File: src/rtl/loc_pkg.sv
// Shared types, default geometry and helpers for the sync-driven location tracker.
package loc_pkg;

  // Default geometry and widths used when the top is instantiated without overrides.
  localparam int DEF_X_W   = 12;
  localparam int DEF_Y_W   = 12;
  localparam int DEF_F_W   = 32;
  localparam int DEF_MAX_X = 640;
  localparam int DEF_MAX_Y = 480;

  // Tracker state: SEEK waits for the first vsync edge, RUN follows the raster.
  typedef enum logic [0:0] {
    SEEK = 1'b0,
    RUN  = 1'b1
  } loc_state_e;

  // Increment that sticks at lim instead of wrapping; callers truncate to their width.
  function automatic logic [31:0] sat_inc(input logic [31:0] v, input logic [31:0] lim);
    return (v >= lim) ? lim : v + 32'd1;
  endfunction

endpackage

File: src/rtl/sync_edge_detect.sv
// Polarity-normalised sync decode with an en-qualified rising-edge detector.
module sync_edge_detect
  import loc_pkg::*;
#(
  parameter logic POL = 1'b1
) (
  input  logic clk,
  input  logic reset_n,
  input  logic en,
  input  logic sync_in,
  output logic asserted,
  output logic sync_edge
);

  logic q_reg;

  assign asserted  = (sync_in == POL);
  assign sync_edge = en & asserted & ~q_reg;

  // Remember the asserted level of the previous pixel cycle; idle cycles are invisible.
  always_ff @(posedge clk or negedge reset_n) begin
    if (!reset_n) begin
      q_reg <= 1'b0;
    end else if (en) begin
      q_reg <= asserted;
    end
  end

endmodule

File: src/rtl/sync_location_tracker.sv
// Derives (x, y, frame) plus a pixel-valid strobe from HSYNC/VSYNC edges.
// Coordinates saturate at the active window edge and raise sticky error flags.
module sync_location_tracker
  import loc_pkg::*;
#(
  parameter int X_W    = DEF_X_W,
  parameter int Y_W    = DEF_Y_W,
  parameter int F_W    = DEF_F_W,
  parameter int MAX_X  = DEF_MAX_X,
  parameter int MAX_Y  = DEF_MAX_Y,
  parameter int HS_POL = 1,
  parameter int VS_POL = 1
) (
  input  logic           clk,
  input  logic           reset_n,
  input  logic           en,
  input  logic           hsync,
  input  logic           vsync,
  input  logic           clr_err,
  output logic [X_W-1:0] x,
  output logic [Y_W-1:0] y,
  output logic [F_W-1:0] frame,
  output logic           valid,
  output logic           line_start,
  output logic           frame_start,
  output logic           err_x,
  output logic           err_y,
  output logic           locked
);

  localparam logic [X_W-1:0] MAX_X_C = X_W'(MAX_X);
  localparam logic [Y_W-1:0] MAX_Y_C = Y_W'(MAX_Y);

  // Index 0 is hsync, index 1 is vsync.
  logic [1:0] sync_vec;
  logic [1:0] asserted_vec;
  logic [1:0] edge_vec;

  logic hs_a;
  logic vs_a;
  logic hs_edge;
  logic vs_edge;

  loc_state_e     state_reg, state_next;
  logic [X_W-1:0] xc_reg, xc_next;
  logic [Y_W-1:0] yc_reg, yc_next;
  logic [F_W-1:0] frame_reg, frame_next;
  logic [X_W-1:0] x_reg, x_next;
  logic [Y_W-1:0] y_reg, y_next;
  logic           valid_reg, valid_next;
  logic           ls_reg, ls_next;
  logic           fs_reg, fs_next;
  logic           err_x_reg, err_x_next;
  logic           err_y_reg, err_y_next;
  logic           locked_reg, locked_next;
  logic           set_err_x;
  logic           set_err_y;

  assign sync_vec = {vsync, hsync};

  // One edge detector per sync line, each with its own asserted level.
  generate
    for (genvar gi = 0; gi < 2; gi++) begin : g_sync
      sync_edge_detect #(
        .POL((gi == 0) ? 1'(HS_POL) : 1'(VS_POL))
      ) u_det (
        .clk      (clk),
        .reset_n  (reset_n),
        .en       (en),
        .sync_in  (sync_vec[gi]),
        .asserted (asserted_vec[gi]),
        .sync_edge(edge_vec[gi])
      );
    end
  endgenerate

  assign hs_a    = asserted_vec[0];
  assign vs_a    = asserted_vec[1];
  assign hs_edge = edge_vec[0];
  assign vs_edge = edge_vec[1];

  // Next-state decode: vsync edge beats hsync edge beats sync hold beats active pixel.
  always_comb begin
    state_next  = state_reg;
    xc_next     = xc_reg;
    yc_next     = yc_reg;
    frame_next  = frame_reg;
    x_next      = x_reg;
    y_next      = y_reg;
    locked_next = locked_reg;
    // Strobes and valid default low so they never stretch past one clock.
    valid_next  = 1'b0;
    ls_next     = 1'b0;
    fs_next     = 1'b0;
    set_err_x   = 1'b0;
    set_err_y   = 1'b0;

    if (en) begin
      case (state_reg)
        SEEK: begin
          if (vs_edge) begin
            state_next  = RUN;
            locked_next = 1'b1;
            fs_next     = 1'b1;
            xc_next     = '0;
            yc_next     = '0;
          end
        end
        RUN: begin
          if (vs_edge) begin
            xc_next    = '0;
            yc_next    = '0;
            frame_next = frame_reg + F_W'(1);
            fs_next    = 1'b1;
          end else if (hs_edge) begin
            xc_next = '0;
            yc_next = Y_W'(sat_inc(32'(yc_reg), 32'(MAX_Y)));
            ls_next = 1'b1;
          end else if (hs_a || vs_a) begin
            // Blanking interval: counters frozen until sync releases.
          end else begin
            x_next     = xc_reg;
            y_next     = yc_reg;
            valid_next = (xc_reg < MAX_X_C) && (yc_reg < MAX_Y_C);
            xc_next    = X_W'(sat_inc(32'(xc_reg), 32'(MAX_X)));
            set_err_x  = (xc_reg >= MAX_X_C);
            set_err_y  = (yc_reg >= MAX_Y_C);
          end
        end
        default: state_next = SEEK;
      endcase
    end

    // A new geometry violation outranks a clear in the same cycle.
    err_x_next = set_err_x | (err_x_reg & ~clr_err);
    err_y_next = set_err_y | (err_y_reg & ~clr_err);
  end

  // State and registered outputs; reset drops straight back to SEEK.
  always_ff @(posedge clk or negedge reset_n) begin
    if (!reset_n) begin
      state_reg  <= SEEK;
      xc_reg     <= '0;
      yc_reg     <= '0;
      frame_reg  <= '0;
      x_reg      <= '0;
      y_reg      <= '0;
      valid_reg  <= 1'b0;
      ls_reg     <= 1'b0;
      fs_reg     <= 1'b0;
      err_x_reg  <= 1'b0;
      err_y_reg  <= 1'b0;
      locked_reg <= 1'b0;
    end else begin
      state_reg  <= state_next;
      xc_reg     <= xc_next;
      yc_reg     <= yc_next;
      frame_reg  <= frame_next;
      x_reg      <= x_next;
      y_reg      <= y_next;
      valid_reg  <= valid_next;
      ls_reg     <= ls_next;
      fs_reg     <= fs_next;
      err_x_reg  <= err_x_next;
      err_y_reg  <= err_y_next;
      locked_reg <= locked_next;
    end
  end

  assign x           = x_reg;
  assign y           = y_reg;
  assign frame       = frame_reg;
  assign valid       = valid_reg;
  assign line_start  = ls_reg;
  assign frame_start = fs_reg;
  assign err_x       = err_x_reg;
  assign err_y       = err_y_reg;
  assign locked      = locked_reg;

endmodule

File: config.mk
export PLATFORM = sky130hd
export DESIGN_NAME = sync_location_tracker
export DESIGN_NICKNAME = d
export VERILOG_FILES = /design/src/rtl/loc_pkg.sv /design/src/rtl/sync_edge_detect.sv /design/src/rtl/sync_location_tracker.sv
export SDC_FILE = /design/constraint.sdc
export NUM_CORES = 1
export LEC_CHECK = 0
export ABC_AREA = 1
export BUFFER_PORTS_ARGS = -buffer_cell sky130_fd_sc_hd__buf_2
export CAP_MARGIN = 20
export CORE_MARGIN = 2
export CORE_UTILIZATION = 52
export DETAILED_ROUTE_END_ITERATION = 8
export PLACE_DENSITY = 0.83
export SLEW_MARGIN = 20
export SYNTH_ARGS = -nofsm -noshare
export SYNTH_HDL_FRONTEND = slang
export SYNTH_SLANG_ARGS = --single-unit
File: constraint.sdc
create_clock -name clk -period 1.5 [get_ports clk]
set_input_delay 0.3 -clock clk [delete_from_list [all_inputs] [get_ports clk]]
set_output_delay 0.3 -clock clk [all_outputs]
set_load 0.01 [all_outputs]
# Yosys cells after proc, flatten, opt, wreduce, memory -nomap -nowiden
# Cells that the tools add are included.
# op_classes
add_sub_neg	3
n_lt_le_gt_ge	6
eq_ne	3
muxes	32
bitwise	15
n_reduce_logical	7
# ops
cell	count
12-bit 2-to-1 mux	8
12-bit one-hot mux with 2 select lines	2
32-bit by 1-bit adder with 32-bit output, second input constant	1
12-bit by 1-bit adder with 12-bit output, second input constant	2
12-bit by 10-bit greater-or-equal comparator with 1-bit output, second input constant	2
12-bit by 9-bit greater-or-equal comparator with 1-bit output, second input constant	2
1-bit 2-to-1 mux	22
12-bit by 10-bit less-than comparator with 1-bit output, second input constant	1
12-bit by 9-bit less-than comparator with 1-bit output, second input constant	1
3-bit AND reduction	4
1-bit inverter	7
1-bit AND	6
5-bit AND reduction	1
4-bit by 2-bit inequality test with 1-bit output, second input constant	1
3-bit by 1-bit inequality test with 1-bit output, second input constant	1
2-bit by 1-bit inequality test with 1-bit output, second input constant	1
1-bit bitwise OR	2
1-bit logical AND	1
1-bit logical OR	1
# word_totals
register_bits	89
in_bits	6
output_inout_bits	62
word_cells	80

# Logic depth before layout (Yosys ltp)
# Gate-level depths: netlist (run 1).
# logic_depth
depth_word	7
depth_mapped	10
mapped_depth_nobuf	10

# Hierarchy
# Synthesis (run 1) repeated with hierarchy kept, for this count alone.
# unflattened
hier_cells	510
hier_area_um2	4327.9
# modules_own_cells
module	n_inst	cells_each	area_per_inst_um2
sync_location_tracker	1	496	4220.3
sync_edge_detect	2	7	53.8

# Worst setup path after synthesis (run 1)
# No wires, ideal clock.
# synth_path
path_type	register to register
start	register frame_reg[0], in the netlist frame[0]
end	register frame_reg[14], in the netlist frame[14]
setup_ps	123
t_arrival_ps	1447
required_time_ps	1377
slack_ps	-70
stages_incl_launch_ff	8
path_buffers	0
synth_period_minus_slack_ps	1570
path_cell_list	dfrtp_1 ha_1 inv_1 nor2_2 nand3_2 nor2_2 nand3_1 xor2_1
# synth_via
elab_chain_len	1
# synth_rtl
item	line	source
start, declared	sync_location_tracker.sv:47	logic [F_W-1:0] frame_reg, frame_next;
start signal, assigned	sync_location_tracker.sv:158	frame_reg <= frame_next;
32-bit by 1-bit adder with 32-bit output	sync_location_tracker.sv:113	frame_next = frame_reg + F_W'(1);
# Every way passes these cells.
# A chain may end at the register's enable or synchronous reset.

# Final worst setup path (run 1)
# Ends and elaborated chain as after synthesis.

==> metrics, run 1 <==
status complete, no violations; drt wl/cell 14.1 um; Slew Viols, Final 0; cts bufs inserted 9; critical-path maximum fanout 4; CP Depth 7; clock buffer depth 2; die area 9520 um2; Post-Syn Area 4550 um2; yosys warns 0; Ant. Diodes 0; core region area 8590 um2; Hold WS 0.139 ns; IO Pins 68; met2 WL post-DR 5.39 mm; drt total wl 11.4 mm; met1 WL 5.18 mm; Synth cell types 34; largest net degree at the start of global routing 49; GRT Util Overall 23.7%; die width 97.6 um; Crit Path Category reg -> reg; CP top delay family simple AND/OR/NAND/NOR gates; Routed Antenna Nets 0; Finish-stage setup viols 0; Std-Cell Rows 34; Power Dens Cells 1060 nW/um2; drt first pass iters 6; startpoint types flip-flop; clock skew 0.0118 ns; Crit-path slowest cell dfrtp_2; worst path arrival time 1.72 ns; FMAX 684 MHz; area leader, netlist dfrtp_1; layout cells sized above 1 28.3%; Slew headroom 74.6%; Die Y 97.6 um; Hold Vio Cnt, Final 0; Lkg Pwr 2.94 nW; DR DRC count 0; WHS Endpoint err_x$_DFF_PN0_; area growth from synthesis to layout 26.0%; clk root buf clkbuf_8; CP most frequent cell nor2_4; Worst R2R Path Depth 7; fin crit share 97.5%; worst-skew pair later-pin latency 0.37 ns; Num Clock Sinks 89; Inst Count DP 787; Tmin final 1.46 ns; sequential-to-total area share from yosys stat 48.9%; Hold Path Class in -> reg; total grt overflow 0; RSZ-0062 raised after global routing true; Worst setup EP type flip-flop; clk slew on worst S/H paths 0.11 ns; Max rail drop VDD 0.631 mV; FF-to-FF setup slack 0.04 ns; Worst EP required 1.75 ns; Avg Cell Area, Syn 7.79 um2; first-pass GRT wire length 18.7 mm; vias in the first global route 3897; Initial Util 53.0%; crit path buf inv count 1; Layout Nets 709; max cap viols 0; CP cell instances ha_4 -> inv_1 -> nor2_4 -> nand3_4 -> nor2_4 -> nand3_2 -> xor2_1; met3 WL 577 um; slowest stage delay, CP 0.41 ns; top cells by area, synth dfrtp_1, nand2_1, nor2_1; top sig layer met4; reg2reg end frame[14]$_DFFE_PN0P_; Placer Congestion 0.867; Vias/cell 5.20; worst slew pin tran 0.381 ns; CTS tree built; reg-to-reg startpoint frame[0]$_DFFE_PN0P_; post-synth top area share 48.9%; filler instances 687; H-tree depth 3; Port Buffers 67; drt first-iter violations 345; final non-filler cell total 811; initial antenna violation count 0; hold depth 2; post-synth net total 596; hold path startpoint clr_err; vias 4220; Post-DP HPWL 7.91 mm; Syn Inst Count 585; max reg flops 32; Synth Register Bits 89
## cells by family after synthesis
| family | synth area share (%) |
|---|---|
| and+or+nand+nor | 34.4 |
| DFF | 48.9 |
| AOI/OAI and AO/OA | 5.77 |
| adders and majority gates | 1.37 |
| xor gates and xnor gates | 2.88 |
| buffers and inverters | 6.65 |
## power breakdown
| group | total (mW) | switching, mW | leakage [nW] | internal (mW) |
|---|---|---|---|---|
| registers | 3.04 | 0.297 | 1.18 | 2.75 |
| logic | 1.37 | 0.814 | 1.66 | 0.560 |
| clock network | 1.68 | 1.01 | 0.100 | 0.669 |
| total | 6.10 | 2.12 | 2.94 | 3.97 |
## layout make-up
| class | instances | area, um2 | area share (%) |
|---|---|---|---|
| Sequential cell | 89 | 2240 | 39.0 |
| Multi-Input combinational cell | 427 | 2210 | 38.5 |
| Timing Repair Buffer | 112 | 723 | 12.6 |
| Inverter | 58 | 224 | 3.90 |
| Tap cell | 108 | 135 | 2.36 |
| Clock buffer | 9 | 124 | 2.16 |
| Clock inverter | 7 | 77.6 | 1.35 |
| Timing Repair inverter | 1 | 7.51 | 0.131 |
## worst reg2reg max path, stage by stage, from the launching register on
cell and delay, ns:
dfrtp_2 0.41, ha_4 0.15, inv_1 0.07, nor2_4 0.20, nand3_4 0.13, nor2_4 0.17, nand3_2 0.09, xor2_1 0.15
## timing repair
item,CTS,global route
pin swaps,1,5
hold buffers,1,0
endpoints found under the setup margin,4,38
hold endpoints to repair,12,0
cloned,0,1
resized for setup,2,59
buffers inserted,1,5
## synthesized netlist by cell type
| master | instances |
|---|---|
| o21ai_1 | 10 |
| o21bai_1 | 1 |
| and2_1 | 1 |
| nor3_4 | 1 |
| nand3b_1 | 10 |
| nor3_2 | 1 |
| nand3_2 | 2 |
| buf_6 | 3 |
| nand2_2 | 2 |
| nand2_1 | 219 |
| a21oi_2 | 1 |
| inv_1 | 57 |
| clkbuf_1 | 3 |
| dfrtp_1 | 89 |
| nor3_1 | 4 |
| buf_2 | 3 |
| inv_4 | 1 |
| nand3_1 | 36 |
| nand2_8 | 1 |
| o21ai_0 | 20 |
| xnor2_1 | 6 |
| ha_1 | 5 |
| nor2_1 | 68 |
| nand4_1 | 9 |
| a31oi_1 | 1 |
| a21oi_1 | 6 |
| nor2_2 | 4 |
| xor2_1 | 9 |
| nand4_2 | 3 |
| buf_8 | 1 |
| o21ai_2 | 4 |
| o22ai_2 | 2 |
| nor2_4 | 1 |
| buf_4 | 1 |
## placed cells by master, fill, tap and decap left out, types with 2 or more instances in the layout
cell          n
o21ai_1      10
nor2_2       17
ha_1          4
nor2_4       10
a21oi_2       2
o22ai_2       2
nand3_4       2
buf_2        66
xor2_1        9
o21ai_2       4
a21oi_1       5
nand2_1     208
buf_12        3
dfrtp_2       8
nand4_2       3
nand3b_1     10
nand3_1      35
clkbuf_8      9
nor2_1       46
nor3_2        4
buf_4        41
clkinvlp_4    3
nand2_2      12
dfrtp_1      81
inv_1        56
inv_8         4
xnor2_1       6
nand4_1       9
o21ai_0      20
## how the worst max path moves through the flow
stage | start | to | slack, ns
5_1_grt | frame[10]$_DFFE_PN0P_ | frame[23]$_DFFE_PN0P_ | -0.04
6_report | frame[0]$_DFFE_PN0P_ | frame[14]$_DFFE_PN0P_ | 0.04
3_3_place_gp | frame[1]$_DFFE_PN0P_ | frame[20]$_DFFE_PN0P_ | 0.04
4_1_cts | frame[1]$_DFFE_PN0P_ | frame[14]$_DFFE_PN0P_ | 0.006
3_5_place_dp | frame[1]$_DFFE_PN0P_ | frame[20]$_DFFE_PN0P_ | -0.03
2_1_floorplan | frame[0]$_DFFE_PN0P_ | frame[14]$_DFFE_PN0P_ | 0.04
## stage by stage
stage	total power, mW	instance area [um2]	util, %	worst slack (ns)	TNS, ns
3_5_place_dp	4.33	5280	61.4	-0.0270	-0.0513
5_1_grt	6.46	5740	66.8	-0.0440	-0.483
3_3_place_gp	4.26	5280	61.4	0.0421	0
4_1_cts	6.03	5500	64.0	0.00553	0
6_report	6.10	5740	66.8	0.0371	0
2_1_floorplan	3.76	4560	-	0.0416	0
## metal layers
| layer | vias up | GRT usage (%) |
|---|---|---|
| met5 | - | 0 |
| met4 | 0 | 8.23 |
| met3 | 25 | 4.32 |
| met2 | 133 | 36.1 |
| met1 | 1995 | 34.4 |
| li1 | 2067 | - |
Note: power is estimated with default switching activity, not from simulation.
==> inputs of run 2 (changes only) <==
==> constraint.sdc (replaced) <==
create_clock -name clk -period 1.5 [get_ports clk]
set_input_delay 0.225 -clock clk [delete_from_list [all_inputs] [get_ports clk]]
set_output_delay 0.225 -clock clk [all_outputs]
set_load 0.01 [all_outputs]
==> run 2 against run 1 <==
Against the previous run: clock-buffer cell count did not move; global-route usage grew 0.83 points; worst setup slack lost 0.036 ns; cell count down 0.12%; critical path type unchanged; register-to-register slack worse by 0.04 ns; wire length up 0.96%; clock power down 2%; utilization shrank 0.80 points; flip-flop and latch count did not move; combinational power barely moved.
==> metrics, run 2 (same netlist as run 1, synthesis figures left out) <==
status complete, no violations; worst slew pin tran 0.463 ns (+0.0821 ns); fin crit share 99.9% (+2.4 points); clock buffer depth 2 (unchanged); RSZ-0062 raised after global routing true; most frequent cells in the layout nand2_1, dfrtp_1, buf_2; Hold Path Class in -> reg; most common cell after layout, fill and taps aside nand2_1; initial antenna violation count 0 (unchanged); clk slew on worst S/H paths 0.10 ns (about the same); Placer Congestion 0.883 (+1.8%); Ant. Diodes 0 (unchanged); DR DRC count 0 (unchanged); drt first-iter violations 283 (-18%); FMAX 667 MHz (-2.4%); CP Depth 6 (-1); Routed Antenna Nets 0 (unchanged); Layout Nets 708 (-0.14%); Inst Count DP 787 (unchanged); worst path arrival time 1.81 ns (+0.09 ns); startpoint types flip-flop; worst-skew pair later-pin latency 0.38 ns (about the same); Switching Fraction 34.8% (-0.075 points); Area after DPL 5260 um2 (-0.24%); H-tree depth 3 (unchanged); sw power 2.11 mW (-0.60%); crit path buf inv count 3 (+2); max reg flops 32 (unchanged); die width 97.6 um (unchanged); drt total wl 11.5 mm (+0.96%); Crit-path slowest cell dfrtp_2; area growth from synthesis to layout 24.5%; largest net degree at the start of global routing 48 (-2.0%); Finish-stage setup viols 0 (unchanged); layout cells sized above 1 26.5% (-1.8 points); hold depth 2 (unchanged); Die Y 97.6 um (unchanged); max cap viols 0 (unchanged); vias 4312 (+2.2%); vias in the first global route 4009 (+2.9%); total grt overflow 0 (unchanged); core region area 8590 um2 (unchanged); critical-path maximum fanout 12 (+8); Tmin final 1.50 ns (+0.0363 ns); Worst R2R Path Depth 6 (-1); slowest stage delay, CP 0.47 ns (+0.06 ns); clk root buf clkbuf_8; Port Buffers 67 (unchanged); IO Pins 68 (unchanged); Max rail drop VDD 0.518 mV (-18%); combinational power share 23.1% (+0.6 points); Clk network pwr share 27.0% (-0.6 points); Slew headroom 69.1% (-5.4 points); die area 9520 um2 (unchanged); final non-filler cell total 810 (-0.12%); clock skew 0.0105 ns (-0.00137 ns); CTS tree built; first-pass GRT wire length 19.0 mm (+1.8%); Worst setup EP type flip-flop; CP cell instances inv_1 -> nor2_2 -> buf_4 -> inv_1 -> nand2_1 -> nand2_1; Seq. cell area 2230 um2 (-0.17%); Initial Util 53.0% (unchanged); Power Dens Cells 1070 nW/um2 (+0.82%); GRT Util Overall 24.6% (+0.83 points); Crit Path Category reg -> reg; fin util 66.0% (-0.80 points); Slew Viols, Final 0 (unchanged); filler instances 705 (+2.6%); Post-DP HPWL 8.09 mm (+2.3%); multi-input logic area 2170 um2 (-1.6%); fin area 5670 um2 (-1.2%); part of the power in registers 49.9% (about the same); Hold Vio Cnt, Final 0 (unchanged); drt wl/cell 14.2 um (+1.1%); CP top delay family buffers and inverters; Num Clock Sinks 89 (unchanged); Vias/cell 5.32 (+2.3%); Std-Cell Rows 34 (unchanged); FF-to-FF setup slack 0.0009 ns (-0.04 ns); drt first pass iters 5 (-1); cts bufs inserted 9 (unchanged); P_int 3.96 mW (-0.27%); Worst EP required 1.81 ns (+0.06 ns); Lkg Pwr 2.93 nW (-0.16%)
## run 2: changes by cell type in the layout (fill, tap and decap cells not counted), sizes merged
cell      previous run  this run
inv                 62        61
clkinv               1         2
clkinvlp             3         2
## run 2: timing repair
action / 4_1_cts / 5_1_grt
buffers inserted: 1 / 5
gates resized for setup: 7 / 38
pin swaps: 1 / 4
endpoints found under the hold margin: 29 / 0
endpoints found under the setup margin: 9 / 39
hold buffers: 1 / 0
## run 2: cell type report
class	instances	area share, %
clock buffers	9	2.19
inverters	58	3.95
flip-flops and latches	89	39.4
multi-input cells	427	38.3
well taps	108	2.38
clock inverters	7	1.28
repair buffers	112	12.5
## run 2: power groups by stage
stage	clock network (mW)	logic [mW]	registers [mW]
floorplan	0	0.611	3.15
CTS	1.67	1.29	3.01
global route	1.76	1.57	3.08
global placement	0	1.20	3.04
detailed placement	0	1.25	3.07
finish	1.64	1.40	3.03
## run 2: layer usage
layer	global-route usage (%)	up-vias	wire length (um)
li1	-	2071	-
met1	34.0	2041	5090
met2	39.2	168	5500
met3	3.24	32	639
met4	10.5	0	291
met5	0	-	0
## run 2: per-stage QoR
stage	hold WS, ns	power [mW]	TNS, ns	worst slack (ns)
final	0.0621	6.08	0	0.000882
after global routing	0.0608	6.40	-1.20	-0.151
after CTS	0.0537	5.98	0	0.0170
after detailed placement	0.205	4.31	-0.105	-0.0332
after global placement	0.196	4.25	0	0.0341
after floorplan	-0.0706	3.76	0	0.0416
## run 2: path summary, 6_finish.rpt
kind | endpoint | from
min in group asynchronous | yc_reg[10]$_DFFE_PN0P_ | reset_n
min reg2reg | x[3]$_DFFE_PN0P_ | x[3]$_DFFE_PN0P_
max | frame[25]$_DFFE_PN0P_ | state_reg$_DFFE_PN0P_
min | err_y$_DFF_PN0_ | clr_err
max in group asynchronous | state_reg$_DFFE_PN0P_ | reset_n
max reg2reg | frame[25]$_DFFE_PN0P_ | state_reg$_DFFE_PN0P_
## run 2: worst register-to-register path: stages, from the launching register on
cell and delay [ns]:
dfrtp_2 0.47, inv_1 0.16, nor2_2 0.08, buf_4 0.17, inv_1 0.33, nand2_1 0.13
nand2_1 0.10
==> inputs of run 3 (changes only) <==
--- a/config.mk
+++ b/config.mk
@@ -8,6 +8,7 @@
 export ABC_AREA = 1
 export BUFFER_PORTS_ARGS = -buffer_cell sky130_fd_sc_hd__buf_2
 export CAP_MARGIN = 20
+export CORE_ASPECT_RATIO = 1.75
 export CORE_MARGIN = 2
 export CORE_UTILIZATION = 52
 export DETAILED_ROUTE_END_ITERATION = 8
==> run 3 against run 2 <==
Against the previous run: sequential power up 2%; worst setup slack better by 0.0025 ns; utilization up 2.4 points; critical endpoint is now yc_reg[5]$_DFFE_PN0P_; largest cell class unchanged.
==> metrics, run 3 (same netlist as run 1, synthesis figures left out) <==
status complete, no violations; critical-path maximum fanout 9 (-3); initial antenna violation count 0 (unchanged); DR DRC count 0 (unchanged); Layout Nets 722 (+2.0%); fin crit share 99.8% (-0.16 points); IO Pins 68 (unchanged); Die Y 128 um (+31%); worst slew pin tran 0.446 ns (-0.0167 ns); FMAX 668 MHz (+0.16%); first-pass GRT wire length 19.3 mm (+1.8%); most common cell after layout, fill and taps aside nand2_1; drt first pass iters 5 (unchanged); Worst EP required 1.71 ns (-0.10 ns); Hold WS 0.109 ns (+0.0473 ns); layout cells sized above 1 27.7% (+1.2 points); Routed Antenna Nets 0 (unchanged); Hold Path Class in -> reg; Std-Cell Rows 45 (+32%); Inst Count DP 799 (+1.5%); Power Dens Cells 1140 nW/um2 (+6.6%); multi-input logic area 2170 um2 (-0.29%); max cap viols 0 (unchanged); Port Buffers 67 (unchanged); worst-skew pair later-pin latency 0.34 ns (-0.04 ns); clock skew 0.00633 ns (-0.00414 ns); Lkg Pwr 3.04 nW (+3.6%); Tmin final 1.50 ns (-0.00246 ns); filler instances 648 (-8.1%); H-tree depth 3 (unchanged); Post-DP HPWL 8.93 mm (+10%); startpoint types flip-flop; GRT Util Overall 26.7% (+2.1 points); area growth from synthesis to layout 29.3%; die width 74.7 um (-23%); worst path arrival time 1.71 ns (-0.10 ns); clock buffer depth 2 (unchanged); vias 4423 (+2.6%); final non-filler cell total 833 (+2.8%); clk slew on worst S/H paths 0.06 ns (-0.04 ns); Slew headroom 70.0% (+0.89 points); reg-to-reg startpoint yc_reg[10]$_DFFE_PN0P_; CTS tree built; max reg flops 32 (unchanged); vias in the first global route 4204 (+4.9%); RSZ-0062 raised after global routing true; Vias/cell 5.31 (-0.26%); largest net degree at the start of global routing 49 (+2.1%); Ant. Diodes 0 (unchanged); Placer Congestion 0.922 (+4.4%); Max rail drop VDD 0.991 mV (+91%); Slew Viols, Final 0 (unchanged); drt total wl 12.7 mm (+11%); Worst Setup SP yc_reg[10]$_DFFE_PN0P_; clk root buf clkbuf_16; drt wl/cell 15.3 um (+7.5%); total grt overflow 0 (unchanged); Finish-stage setup viols 0 (unchanged); die area 9550 um2 (+0.31%); Initial Util 52.9% (-0.13 points); core region area 8610 um2 (+0.25%); Num Clock Sinks 89 (unchanged); cts bufs inserted 9 (unchanged); Worst setup EP type flip-flop; Seq. cell area 2230 um2 (about the same); Crit Path Category reg -> reg; most frequent cells in the layout nand2_1, dfrtp_1, buf_2; drt first-iter violations 293 (+3.5%); Hold Vio Cnt, Final 0 (unchanged); hold path startpoint clr_err
[run 3: cell types whose count changed in the layout (fill, tap and decap cells not counted), sizes merged]
cell	previous run	this run
bufinv	0	1
clkbuf	9	11
clkinv	2	3
inv	61	57
buf	111	125
[run 3: final cells by class]
class / instances / share of cell area [%]
Sequential cell: 89 / 38.0
Multi-Input combinational cell: 427 / 36.8
Timing Repair Buffer: 126 / 14.0
Clock buffer: 11 / 3.95
Inverter: 58 / 3.85
Tap cell: 117 / 2.49
Clock inverter: 5 / 0.956
[run 3: through the flow]
| stage | power [mW] | setup slack [ns] | area (um2) | util (%) | setup TNS, ns |
|---|---|---|---|---|---|
| 3_5_place_dp | 4.35 | -0.0145 | 5300 | 61.5 | -0.0324 |
| 6_report | 6.72 | 0.00334 | 5890 | 68.3 | 0 |
| 2_1_floorplan | 3.76 | 0.0416 | 4560 | - | 0 |
| 3_3_place_gp | 4.29 | 0.0128 | 5300 | 61.5 | 0 |
| 5_1_grt | 7.07 | -0.0989 | 5890 | 68.3 | -1.15 |
| 4_1_cts | 6.58 | 0.00557 | 5630 | 65.3 | 0 |
[run 3: worst max-delay path, stage by stage, from the launching register on]
cell	delay, ns
dfrtp_1	0.38
inv_1	0.09
nand3_1	0.12
a31oi_2	0.19
buf_4	0.21
nand2_1	0.07
o21ai_0	0.23
nand2_1	0.09
[run 3: routing by layer]
layer / routed length, um / vias to the layer above / global-route usage (%)
li1: - / 2097 / -
met1: 4750 / 2130 / 29.4
met2: 6870 / 159 / 47.0
met3: 497 / 37 / 4.80
met4: 628 / 0 / 14.4
met5: 0 / - / 0
[run 3: repair_timing]
action / CTS / global route
gates resized for setup: 7 / 41
hold buffers: 1 / 0
endpoints found under the setup margin: 7 / 38
pin swaps: 1 / 10
endpoints found under the hold margin: 11 / 0
cloned: 0 / 0
setup buffers: 0 / 17
[run 3: worst paths after layout]
| path | to | slack (ns) | depth (start not counted) |
|---|---|---|---|
| setup reg to reg | yc_reg[5]$_DFFE_PN0P_ | 0.003 | 7 |
| hold reg to reg | x[6]$_DFFE_PN0P_ | 0.47 | 2 |
| setup / recovery | yc_reg[5]$_DFFE_PN0P_ | 0.003 | 7 |
| hold / removal | err_x$_DFF_PN0_ | 0.11 | 2 |
| min in group asynchronous | frame[2]$_DFFE_PN0P_ | 0.28 | 2 |
| max in group asynchronous | err_x$_DFF_PN0_ | 0.60 | 3 |
[run 3: report_power, final]
group	switching (mW)	internal (mW)
registers	0.340	2.75
logic	0.828	0.600
clock network	0.920	1.29
